## src/rtl/serial_sub_ctrl.sv

```systemverilog
// Bit-serial unsigned subtractor: one half-subtractor pair per clock, LSB first, borrow held in a flop.
// Latency WIDTH cycles from accepted start to done; start is ignored (not queued) while RUN/DONE.

module half_subtractor (
   input  logic a,
   input  logic b,
   output logic d,
   output logic bo
);
   assign d  = a ^ b;
   assign bo = ~a & b;
endmodule

module serial_sub_ctrl #(
   parameter int WIDTH = 8
) (
   input  logic             clk,
   input  logic             rst,
   input  logic             start,
   input  logic [WIDTH-1:0] A,
   input  logic [WIDTH-1:0] B,
   output logic             busy,
   output logic             done,
   output logic [WIDTH-1:0] Diff,
   output logic             Borrow
);
   localparam int CW = $clog2(WIDTH + 1);

   typedef enum logic [1:0] {IDLE = 2'd0, RUN = 2'd1, DONE = 2'd2} state_t;

   state_t           state_q, state_d;
   logic [WIDTH-1:0] a_sh_q, a_sh_d;
   logic [WIDTH-1:0] b_sh_q, b_sh_d;
   logic [WIDTH-1:0] r_sh_q, r_sh_d;
   logic [WIDTH-1:0] diff_q, diff_d;
   logic [CW-1:0]    cnt_q, cnt_d;
   logic             bin_q, bin_d;
   logic             borrow_q, borrow_d;
   logic             done_q, done_d;

   logic             d1, b1, d, b2, bout;
   logic             last_bit;
   logic [WIDTH-1:0] r_next;

   half_subtractor u_hs1 (.a(a_sh_q[0]), .b(b_sh_q[0]), .d(d1), .bo(b1));
   half_subtractor u_hs2 (.a(d1),        .b(bin_q),     .d(d),  .bo(b2));

   assign bout     = b1 | b2;
   assign last_bit = (state_q == RUN) && (cnt_q == CW'(WIDTH - 1));
   // New result bit enters at the MSB; written as shift/OR so WIDTH=1 needs no special case.
   assign r_next   = (r_sh_q >> 1) | (WIDTH'(d) << (WIDTH - 1));

   always_ff @(posedge clk) begin
      if (rst) begin
         state_q  <= IDLE;
         a_sh_q   <= '0;
         b_sh_q   <= '0;
         r_sh_q   <= '0;
         diff_q   <= '0;
         cnt_q    <= '0;
         bin_q    <= 1'b0;
         borrow_q <= 1'b0;
         done_q   <= 1'b0;
      end else begin
         state_q  <= state_d;
         a_sh_q   <= a_sh_d;
         b_sh_q   <= b_sh_d;
         r_sh_q   <= r_sh_d;
         diff_q   <= diff_d;
         cnt_q    <= cnt_d;
         bin_q    <= bin_d;
         borrow_q <= borrow_d;
         done_q   <= done_d;
      end
   end

   always_comb begin
      state_d = state_q;
      case (state_q)
         IDLE:    if (start) state_d = RUN;
         RUN:     if (last_bit) state_d = DONE;
         DONE:    state_d = IDLE;
         default: state_d = IDLE;
      endcase
   end

   always_comb begin
      a_sh_d   = a_sh_q;
      b_sh_d   = b_sh_q;
      r_sh_d   = r_sh_q;
      diff_d   = diff_q;
      cnt_d    = cnt_q;
      bin_d    = bin_q;
      borrow_d = borrow_q;
      done_d   = 1'b0;
      case (state_q)
         IDLE: begin
            if (start) begin
               a_sh_d = A;
               b_sh_d = B;
               r_sh_d = '0;
               cnt_d  = '0;
               bin_d  = 1'b0;
            end
         end
         RUN: begin
            r_sh_d = r_next;
            a_sh_d = a_sh_q >> 1;
            b_sh_d = b_sh_q >> 1;
            bin_d  = bout;
            cnt_d  = cnt_q + CW'(1);
            if (last_bit) begin
               diff_d   = r_next;
               borrow_d = bout;
               done_d   = 1'b1;
            end
         end
         default: ;
      endcase
   end

   always_comb begin
      busy   = (state_q == RUN);
      done   = done_q;
      Diff   = diff_q;
      Borrow = borrow_q;
   end
endmodule
```

## config.mk

```make
export PLATFORM = sky130hd
export DESIGN_NAME = serial_sub_ctrl
export DESIGN_NICKNAME = d
export VERILOG_FILES = /design/src/rtl/serial_sub_ctrl.sv
export SDC_FILE = /design/constraint.sdc
export NUM_CORES = 1
export LEC_CHECK = 0
export CAP_MARGIN = 5
export CORE_ASPECT_RATIO = 0.75
export CORE_UTILIZATION = 23
export DETAILED_ROUTE_END_ITERATION = 8
export SYNTH_ARGS = -nofsm -noshare
export SYNTH_HDL_FRONTEND = slang
export SYNTH_SLANG_ARGS = --single-unit
```

## constraint.sdc

```tcl
create_clock -name clk -period 1.75 [get_ports clk]
set_input_delay 0.35 -clock clk [delete_from_list [all_inputs] [get_ports clk]]
set_output_delay 0.35 -clock clk [all_outputs]
set_load 0.02 [all_outputs]
```

==> results of run 1 <==
-- what timing repair did --
| action | 4_1_cts | 5_1_grt |
|---|---|---|
| endpoints found under the hold margin | 0 | 0 |
| gates resized for setup | 1 | 0 |
| hold buffers | 0 | 0 |
| setup endpoints to repair | 1 | 0 |
-- cell families after synthesis --
| group | after synthesis | share of synthesized area [%] |
|---|---|---|
| AOI/OAI and AO/OA | 47 | 22.64 |
| adders and majority gates | 2 | 1.794 |
| buffers and inverters | 20 | 6.763 |
| DFF | 40 | 44.17 |
| muxes | 8 | 4.417 |
| and+or+nand+nor | 67 | 20.22 |
-- flip-flops by register name, indices dropped and copies added (netlist names) --
name     count
Diff         8
a_sh_q       8
b_sh_q       8
r_sh_q       7
cnt_q        4
state_q      2
Borrow       1
bin_q        1
done         1
-- worst paths after layout --
path,cells past startpoint,from,end,slack [ns]
setup / recovery,1,Diff[4],Diff[4],0.16
hold / removal,2,Diff[1],Diff[1],0.47
setup reg to reg,4,state_q[0],b_sh_q[2],0.30
hold reg to reg,2,Diff[1],Diff[1],0.47
-- power groups by stage --
stage	registers (mW)	clock network, mW	logic, mW
after floorplan	0.990	0	0.173
after global placement	0.995	0	0.258
after detailed placement	0.996	0	0.263
after CTS	0.975	0.677	0.262
after global routing	0.981	0.715	0.284
final	0.975	0.660	0.259
-- Yosys cell counts, types with 2 or more instances --
library cell  count  area, um^2
dfxtp_1          40       800.8
nor2_1           29       108.9
nand2b_1         17       106.4
o2bb2ai_1        11       96.34
a22oi_1          10       75.07
a211oi_2          9       112.6
mux2i_1           8       80.08
nor2_2            8       50.05
buf_2             7       35.03
a211oi_1          5       37.54
inv_1             5       18.77
clkbuf_1          4       15.01
buf_6             3       33.78
nor3_1            3       15.01
o22ai_1           3       18.77
nand2_1           2       7.510
nand3_1           2       10.01
-- final cells by class --
cell class / instances / area, um^2 / area share (%)
multi-input combinational: 124 / 889.6 / 38.10
clock buffer: 6 / 82.58 / 3.537
tap: 101 / 126.4 / 5.413
timing repair buffer: 39 / 401.6 / 17.20
inverter: 5 / 18.77 / 0.8039
sequential: 40 / 800.8 / 34.30
clock inverter: 2 / 15.01 / 0.6431
-- layout by cell type, fill, tap and decap left out, types with 2 or more instances in the layout --
cell,count
a22oi_1,10
o22ai_1,3
mux2i_1,8
nor2_1,29
inv_1,5
nand2_1,2
nor2_2,8
dfxtp_1,40
a211oi_1,5
clkbuf_8,6
nand2b_1,17
buf_12,3
nor3_1,3
o2bb2ai_1,11
a211oi_2,9
nand3_1,2
clkinvlp_4,2
clkdlybuf4s50_1,28
buf_4,7
-- routing by layer --
layer  global-route usage [%]  vias up
met5                        0        -
met1                    12.48      663
met4                    4.286        0
met2                    16.56       20
li1                         -      711
met3                    2.381        2
-- metrics by stage --
step | hold slack [ns] | setup slack, ns | utilization [%]
2_1_floorplan | 0.4510 | 0.5100 | -
3_3_place_gp | 0.4657 | 0.1326 | 29.85
3_5_place_dp | 0.4656 | 0.1019 | 29.85
4_1_cts | 0.4855 | 0.1441 | 31.13
5_1_grt | 0.5060 | 0.1117 | 31.13
6_report | 0.4750 | 0.1598 | 31.13
==> impl_metrics.py, run 1 <==
metrics = {
    "status": {
        "status": "completed",
    },
    "clock_network": {
        "h-tree-depth": 2,
        "cts_tree": "yes",
        "clk_latency_ns": 0.30,
        "post-cts-setup-buffers": 0,
        "clk_pin_slew_worst_paths_ns": 0.09,
        "cts_root_buf": "clkbuf_8",
        "cts_buffers": 5,
        "cts.path.max_buffers": 2,
        "clkSinkCount": 40,
    },
    "grt": {
        "track_usage_pct": 10.01,
        "grt_pass1_wl_mm": 6.541,
        "grt_remaining_overflow": 0,
        "grt_max_degree": 28,
        "grt_pass1_vias": 1387,
        "antenna_found_initial": 0,
    },
    "logic_synthesis": {
        "ys_ff_latch": 40,
        "yosys_warnings": 0,
        "synthFlopType": "dfxtp_1",
        "syn_nets": 205,
        "ys_seq_area_share_pct": 44.17,
        "async_flop_share_pct": 0,
        "netlist_area_um2": 1813,
        "synth_cell_types": 35,
        "synth-edff-count": 0,
        "synth_cells": 184,
        "syn-mean-instance-area_um2": 9.853,
    },
    "finish": {
        "finalNetCount": 236,
        "layout.cells.non_filler": 317,
        "synthToLayoutAreaGrowth_pct": 28.78,
        "drive_gt1_share_pct": 17.59,
        "postLayoutCellArea_um2": 2335,
        "antenna_cells": 0,
        "nFillCells": 783,
    },
    "routing": {
        "dr.pass1.iters": 4,
        "vias": 1396,
        "met1_length_mm": 1.918,
        "drt_iter0_markers": 72,
        "wl_met3_um": 112,
        "met2_length_mm": 1.770,
        "wire_per_inst_um": 12.13,
        "viasPerCell": 4.404,
        "final_antenna_net_count": 0,
        "wl_mm": 3.845,
        "drc": 0,
        "top_layer": "met4",
    },
    "power_and_ir_drop": {
        "switching_share_pct": 26.01,
        "power.share.sequential_pct": 51.5,
        "clkPwrFrac_pct": 34.9,
        "intPower_mw": 1.401,
        "power_mw": 1.894,
        "peakVddDrop_mv": 0.2900,
        "p_per_area_nw_per_um2": 811.2,
        "share_comb_of_total_power_pct": 13.7,
        "leakagePower_nw": 0.8312,
        "p_sw_mw": 0.4926,
    },
    "min_path": {
        "hold_path_class": "flop to flop",
    },
    "sta": {
        "slew-limit-headroom_pct": 60.88,
        "rsz0062_at_grt": "no",
        "fmax_ghz": 0.6289,
        "clock_skew_ns": 0.01033,
        "finalCritPeriodShare_pct": 90.87,
        "final-hold-violation-count": 0,
        "slew_viol_final": 0,
        "worstMarginPinSlew_ns": 0.5862,
        "setup_viol": 0,
        "setup_tns_ns": 0,
        "min_period_ns": 1.590,
    },
    "critical_path": {
        "cp_max_fo": 2,
        "critPathKind": "flop to output pin",
        "cpMaxStageDelayCell": "clkdlybuf4s50_1",
        "arrival_ns": 1.24,
        "crit_family": "buffers and inverters",
        "critical_path.startpoint_type": "flop",
        "cp_num_buf_inv": 1,
        "crit_path_max_incr_delay_ns": 0.60,
        "cp_data_required_time_ns": 1.40,
        "cp-end-kind": "output pin",
        "path_cells": "clkdlybuf4s50_1",
    },
    "placement": {
        "gp_congestion": 0.7378,
        "dp_hpwl_mm": 2.704,
        "numPortBuffers": 29,
        "place_area_um2": 2238,
        "place_inst": 309,
    },
    "run": {
        "cap_violations": 0,
    },
    "floorplan": {
        "initial_core_util_pct": 24.17,
        "dieHeight_um": 78.89,
        "boundaryPins": 30,
        "core-area_um2": 7500,
        "num_rows": 27,
        "die_w_um": 104.5,
        "dieArea_um2": 8246,
    },
}
No activity file was read; power rests on OpenSTA's default activity.
==> run 2, diff against run 1 <==
Settings changed: GPL_TIMING_DRIVEN from default to 0, TNS_END_PERCENT from default to 20.
==> run 2 against run 1 <==
  * Critical path depth grew 4
  * Fmax shrank 5.2%
  * Routed wire length grew 4.3%
  * Flip-flop and latch count is the same
  * Worst hold slack lost 0.0016 ns
  * Utilization grew 0.25 points
  * Via count grew 2.9%
  * Register-to-register slack gained 0.02 ns
  * Global-route usage grew 0.73 points
  * Critical path type unchanged
==> impl_metrics.py, run 2 (same netlist as run 1, synthesis figures left out) <==
metrics = {
    "status": {
        "status": "completed",
    },
    "critical_path": {
        "cp-end-kind": "output pin",
        "cp_max_fo": 10,
        "reg2reg_slack_ns": 0.32,
        "r2r_cells": 4,
        "critical_path.startpoint_type": "flop",
        "cp_data_required_time_ns": 1.40,
        "crit_path_max_incr_delay_ns": 0.31,
        "crit_family": "buffers and inverters",
        "crit_path_end": "busy",
        "path_cells": "buf_6, nand2b_4, inv_1, buf_4, buf_2",
        "arrival_ns": 1.33,
        "critPathKind": "flop to output pin",
        "cpMaxStageDelayCell": "dfxtp_1",
        "crit-reg2reg-launch": "cnt_q[0]",
        "crit_path_start": "state_q[1]",
        "cp.depth": 5,
        "cp_num_buf_inv": 4,
        "reg2reg_to": "Diff[2]",
    },
    "power_and_ir_drop": {
        "clkPwrFrac_pct": 40.4,
        "p_sw_mw": 0.4844,
        "share_comb_of_total_power_pct": 12.4,
        "intPower_mw": 1.580,
        "leakagePower_nw": 0.8470,
        "power.share.sequential_pct": 47.2,
        "peakVddDrop_mv": 0.3528,
        "switching_share_pct": 23.47,
        "p_per_area_nw_per_um2": 877.0,
    },
    "routing": {
        "drt_iter0_markers": 47,
        "final_antenna_net_count": 0,
        "wire_per_inst_um": 12.46,
        "viasPerCell": 4.460,
        "vias": 1436,
        "wl_mm": 4.011,
        "dr.pass1.iters": 4,
        "drc": 0,
    },
    "clock_network": {
        "h-tree-depth": 2,
        "cts.path.max_buffers": 2,
        "clk_latency_ns": 0.30,
        "clk_pin_slew_worst_paths_ns": 0.08,
        "cts_root_buf": "clkbuf_8",
        "post-cts-setup-buffers": 0,
        "cts_tree": "yes",
        "clkSinkCount": 40,
        "cts_buffers": 5,
    },
    "min_path": {
        "hold_path_class": "flop to flop",
        "hp-start": "Diff[1]",
    },
    "finish": {
        "drive_gt1_share_pct": 18.10,
        "layout.cells.non_filler": 322,
        "final_cell_mix": "40 x dfxtp_1, 29 x nor2_1, 28 x clkdlybuf4s50_1, 17 x nand2b_1, 11 x o2bb2ai_1",
        "finalNetCount": 241,
        "final_common_cell": "dfxtp_1",
        "synthToLayoutAreaGrowth_pct": 29.81,
        "final_core_util_pct": 31.38,
        "antenna_cells": 0,
    },
    "grt": {
        "grt_remaining_overflow": 0,
        "antenna_found_initial": 0,
        "track_usage_pct": 10.73,
        "grt_pass1_wl_mm": 6.962,
        "grt_pass1_vias": 1481,
        "grt_max_degree": 13,
    },
    "placement": {
        "numPortBuffers": 29,
        "gp_congestion": 0.7492,
        "place_inst": 314,
        "dp_hpwl_mm": 2.891,
    },
    "floorplan": {
        "dieHeight_um": 78.89,
        "die_w_um": 104.5,
        "core-area_um2": 7500,
        "boundaryPins": 30,
        "num_rows": 27,
        "dieArea_um2": 8246,
        "initial_core_util_pct": 24.17,
    },
    "sta": {
        "finalCritPeriodShare_pct": 95.85,
        "slew_viol_final": 0,
        "setup_viol": 0,
        "final-hold-violation-count": 0,
        "min_period_ns": 1.677,
        "fmax_ghz": 0.5962,
        "clock_skew_ns": 0.007221,
        "slew-limit-headroom_pct": 57.49,
        "rsz0062_at_grt": "no",
        "setup_tns_ns": 0,
        "worstMarginPinSlew_ns": 0.6376,
    },
    "run": {
        "cap_violations": 0,
    },
}
[run 2: final cells by class]
class                   instances  area (um^2)
fillers                       790         5146
clock inverters                 1        30.03
inverters                       5        18.77
well taps                     101        126.4
multi-input cells             124        889.6
plain buffers                  15        106.4
clock buffers                   7        96.34
flip-flops and latches         40        800.8
repair buffers                 29        285.3
[run 2: worst min-delay path by stage]
stage | end | slack, ns | cells past startpoint
final | Diff[1] | 0.47 | 2
after floorplan | Diff[0] | 0.45 | 2
after CTS | Diff[7] | 0.48 | 2
after global placement | Diff[0] | 0.46 | 2
after detailed placement | Diff[7] | 0.46 | 2
after global routing | Diff[7] | 0.49 | 2
[run 2: power by group through the flow]
stage	sequential (mW)	clock (mW)	combinational (mW)
global placement	0.994	0	0.256
CTS	0.974	0.845	0.260
detailed placement	0.995	0	0.259
finish	0.974	0.833	0.257
global route	0.980	0.904	0.283
floorplan	0.990	0	0.173
[run 2: metal layers]
metal / share of wire (%) / global-route usage [%] / vias to the layer above
met2: 43 / 16.89 / 20
met5: 0 / 0 / -
met4: 1.7 / 4.286 / 0
met3: 4.2 / 3.366 / 7
li1: - / - / 721
met1: 51 / 13.66 / 688
[run 2: repair_timing]
action | CTS | global route
hold buffers | 0 | 0
endpoints found under the setup margin | 1 | 0
gates resized for setup | 5 | 0
[run 2: through the flow]
step / area, um^2 / total power, mW / setup slack [ns] / hold WS, ns
after global placement: 2230 / 1.249 / -0.1909 / 0.4648
final: 2354 / 2.064 / 0.07259 / 0.4734
after detailed placement: 2230 / 1.254 / -0.1760 / 0.4627
after floorplan: 1813 / 1.162 / 0.5100 / 0.4510
after global routing: 2354 / 2.167 / 0.01306 / 0.4931
after CTS: 2354 / 2.078 / 0.06934 / 0.4769
[run 2: tightest hold or removal path, delay by kind of cell (launching register included)]
family           cells  cell delay [ns]
flip-flops           1             0.31
AND/OR/NAND/NOR      1             0.06
multiplexers         1             0.06
==> run 3, diff against run 2 <==
Settings changed: CORE_MARGIN from default to 2, CTS_BUF_LIST from default to sky130_fd_sc_hd__clkbuf_16.
==> run 3 against run 2 <==
  * Utilization fell by 0.93 points
  * Design area up 0.64%
  * Global-route usage is 0.74 points lower
  * Worst hold slack better by 0.00094 ns
  * Clock power up 2%
  * Clock-buffer cell count down 2
  * Die area is 4.5% higher
  * Clock skew shrank 0.0027 ns
  * Worst setup slack better by 0.035 ns
  * Critical path type unchanged
  * Largest power group unchanged
==> impl_metrics.py, run 3 (same netlist as run 1, synthesis figures left out) <==
metrics = {
    "finish": {
        "multi_input_area_um2": 889.6,
        "antenna_cells": 0,
        "finalNetCount": 241,
        "final_common_cell": "dfxtp_1",
        "synthToLayoutAreaGrowth_pct": 30.64,
        "final_cell_mix": "40 x dfxtp_1, 29 x nor2_1, 28 x clkdlybuf4s50_1, 17 x nand2b_1, 11 x o2bb2ai_1",
        "nFillCells": 820,
        "postLayoutCellArea_um2": 2369,
        "ff_latch_area_um2": 800.8,
        "drive_gt1_share_pct": 16.74,
    },
    "routing": {
        "vias": 1442,
        "viasPerCell": 4.423,
        "drt_iter0_markers": 56,
        "wl_mm": 4.050,
        "wire_per_inst_um": 12.42,
        "dr.pass1.iters": 4,
        "drc": 0,
        "final_antenna_net_count": 0,
    },
    "grt": {
        "gr-usage-met3_pct": 2.488,
        "grt_remaining_overflow": 0,
        "grt_max_degree": 12,
        "antenna_found_initial": 0,
        "met1_usage_pct": 12.56,
        "grt_use_met2_pct": 16.86,
        "grt_pass1_wl_mm": 6.837,
        "track_usage_pct": 9.990,
        "busiest_layer": "met2",
        "grt_pass1_vias": 1420,
    },
    "min_path": {
        "hold_path_class": "flop to flop",
        "hp-start": "Diff[7]",
    },
    "floorplan": {
        "boundaryPins": 30,
        "dieArea_um2": 8616,
        "dieHeight_um": 80.89,
        "die_w_um": 106.5,
        "core-area_um2": 7777,
        "num_rows": 28,
        "initial_core_util_pct": 23.31,
    },
    "sta": {
        "setup_viol": 0,
        "min_period_ns": 1.642,
        "finalCritPeriodShare_pct": 93.85,
        "worstMarginPinSlew_ns": 0.6129,
        "slew_viol_final": 0,
        "slew-limit-headroom_pct": 59.14,
        "setup_tns_ns": 0,
        "whs_ns": 0.4743,
        "rsz0062_at_grt": "no",
        "final-hold-violation-count": 0,
        "fmax_ghz": 0.6089,
        "clock_skew_ns": 0.004549,
    },
    "critical_path": {
        "r2r_cells": 4,
        "crit_path_start": "state_q[1]",
        "reg2reg_slack_ns": 0.33,
        "cp_max_fo": 10,
        "critPathKind": "flop to output pin",
        "critical_path.startpoint_type": "flop",
        "cp_data_required_time_ns": 1.40,
        "reg2reg_to": "Diff[2]",
        "crit_path_end": "busy",
        "crit_path_max_incr_delay_ns": 0.31,
        "crit-reg2reg-launch": "cnt_q[0]",
        "cpMaxStageDelayCell": "dfxtp_1",
        "path_cells": "buf_6, nand2b_4, inv_1, buf_4, buf_2",
        "cp-end-kind": "output pin",
        "arrival_ns": 1.29,
    },
    "clock_network": {
        "cts_buffers": 5,
        "clk_latency_ns": 0.28,
        "clkSinkCount": 40,
        "cts.path.max_buffers": 2,
        "cts_tree": "yes",
        "h-tree-depth": 2,
        "cts_root_buf": "clkbuf_16",
        "clk_pin_slew_worst_paths_ns": 0.06,
        "post-cts-setup-buffers": 0,
    },
    "placement": {
        "dp_hpwl_mm": 2.913,
        "gp_congestion": 0.7608,
        "place_area_um2": 2235,
        "numPortBuffers": 29,
    },
    "power_and_ir_drop": {
        "power_mw": 2.082,
        "p_per_area_nw_per_um2": 878.9,
        "leakagePower_nw": 0.8564,
        "peakVddDrop_mv": 0.4606,
    },
    "status": {
        "status": "completed",
    },
    "run": {
        "cap_violations": 0,
    },
}
==> run 3: cell types whose count changed in the layout (fill, tap and decap cells not counted) <==
cell | previous run | this run
clkinv_1 | 0 | 1
clkbuf_16 | 0 | 5
bufinv_16 | 1 | 0
clkbuf_8 | 7 | 0
inv_1 | 5 | 7
==> run 3: area by class of cell <==
type	count	share of cell area, %
buffer	15	4.490
clock buffer	5	5.283
clock inverter	3	0.4754
inverter	5	0.7924
multi-input combinational	124	37.56
sequential	40	33.81
tap	105	5.547
timing repair buffer	29	12.04
==> run 3: where the power goes <==
part | leakage, nW | switching (mW) | internal, mW
clock | 0.0738 | 0.337 | 0.512
sequential | 0.327 | 0.0250 | 0.951
combinational | 0.456 | 0.129 | 0.127
==> run 3: worst min path at each step <==
stage,to,slack (ns),cells after the start
after floorplan,Diff[0],0.45,2
after global placement,Diff[6],0.46,2
after detailed placement,Diff[0],0.47,2
after CTS,Diff[1],0.48,2
after global routing,Diff[2],0.50,2
final,Diff[7],0.47,2
==> run 3: timing repair <==
action / 4_1_cts / 5_1_grt
gates resized for setup: 4 / 1
hold buffers: 0 / 0
endpoints found under the setup margin: 1 / 1
==> run 3: critical path, delay by kind of cell, from the launching register on <==
kind | cells | cell delay [ns]
AND/OR/NAND/NOR | 1 | 0.15
flip-flops | 1 | 0.31
buffers and inverters | 4 | 0.56
==> run 3: per-stage QoR <==
step	setup WS [ns]	util (%)	instances
final	0.1077	30.45	326
after global placement	-0.1701	28.73	318
after detailed placement	-0.1667	28.73	318
after CTS	0.009806	30.53	326
after global routing	0.04140	30.45	326
after floorplan	0.5100	-	184
==> run 3: routing by layer <==
| metal | vias to the layer above | share of wire (%) | routed length, um |
|---|---|---|---|
| met3 | 5 | 4.0 | 163 |
| met4 | 0 | 1.4 | 55 |
| li1 | 722 | - | - |
| met5 | - | 0 | 0 |
| met1 | 695 | 48 | 1925 |
| met2 | 20 | 47 | 1905 |
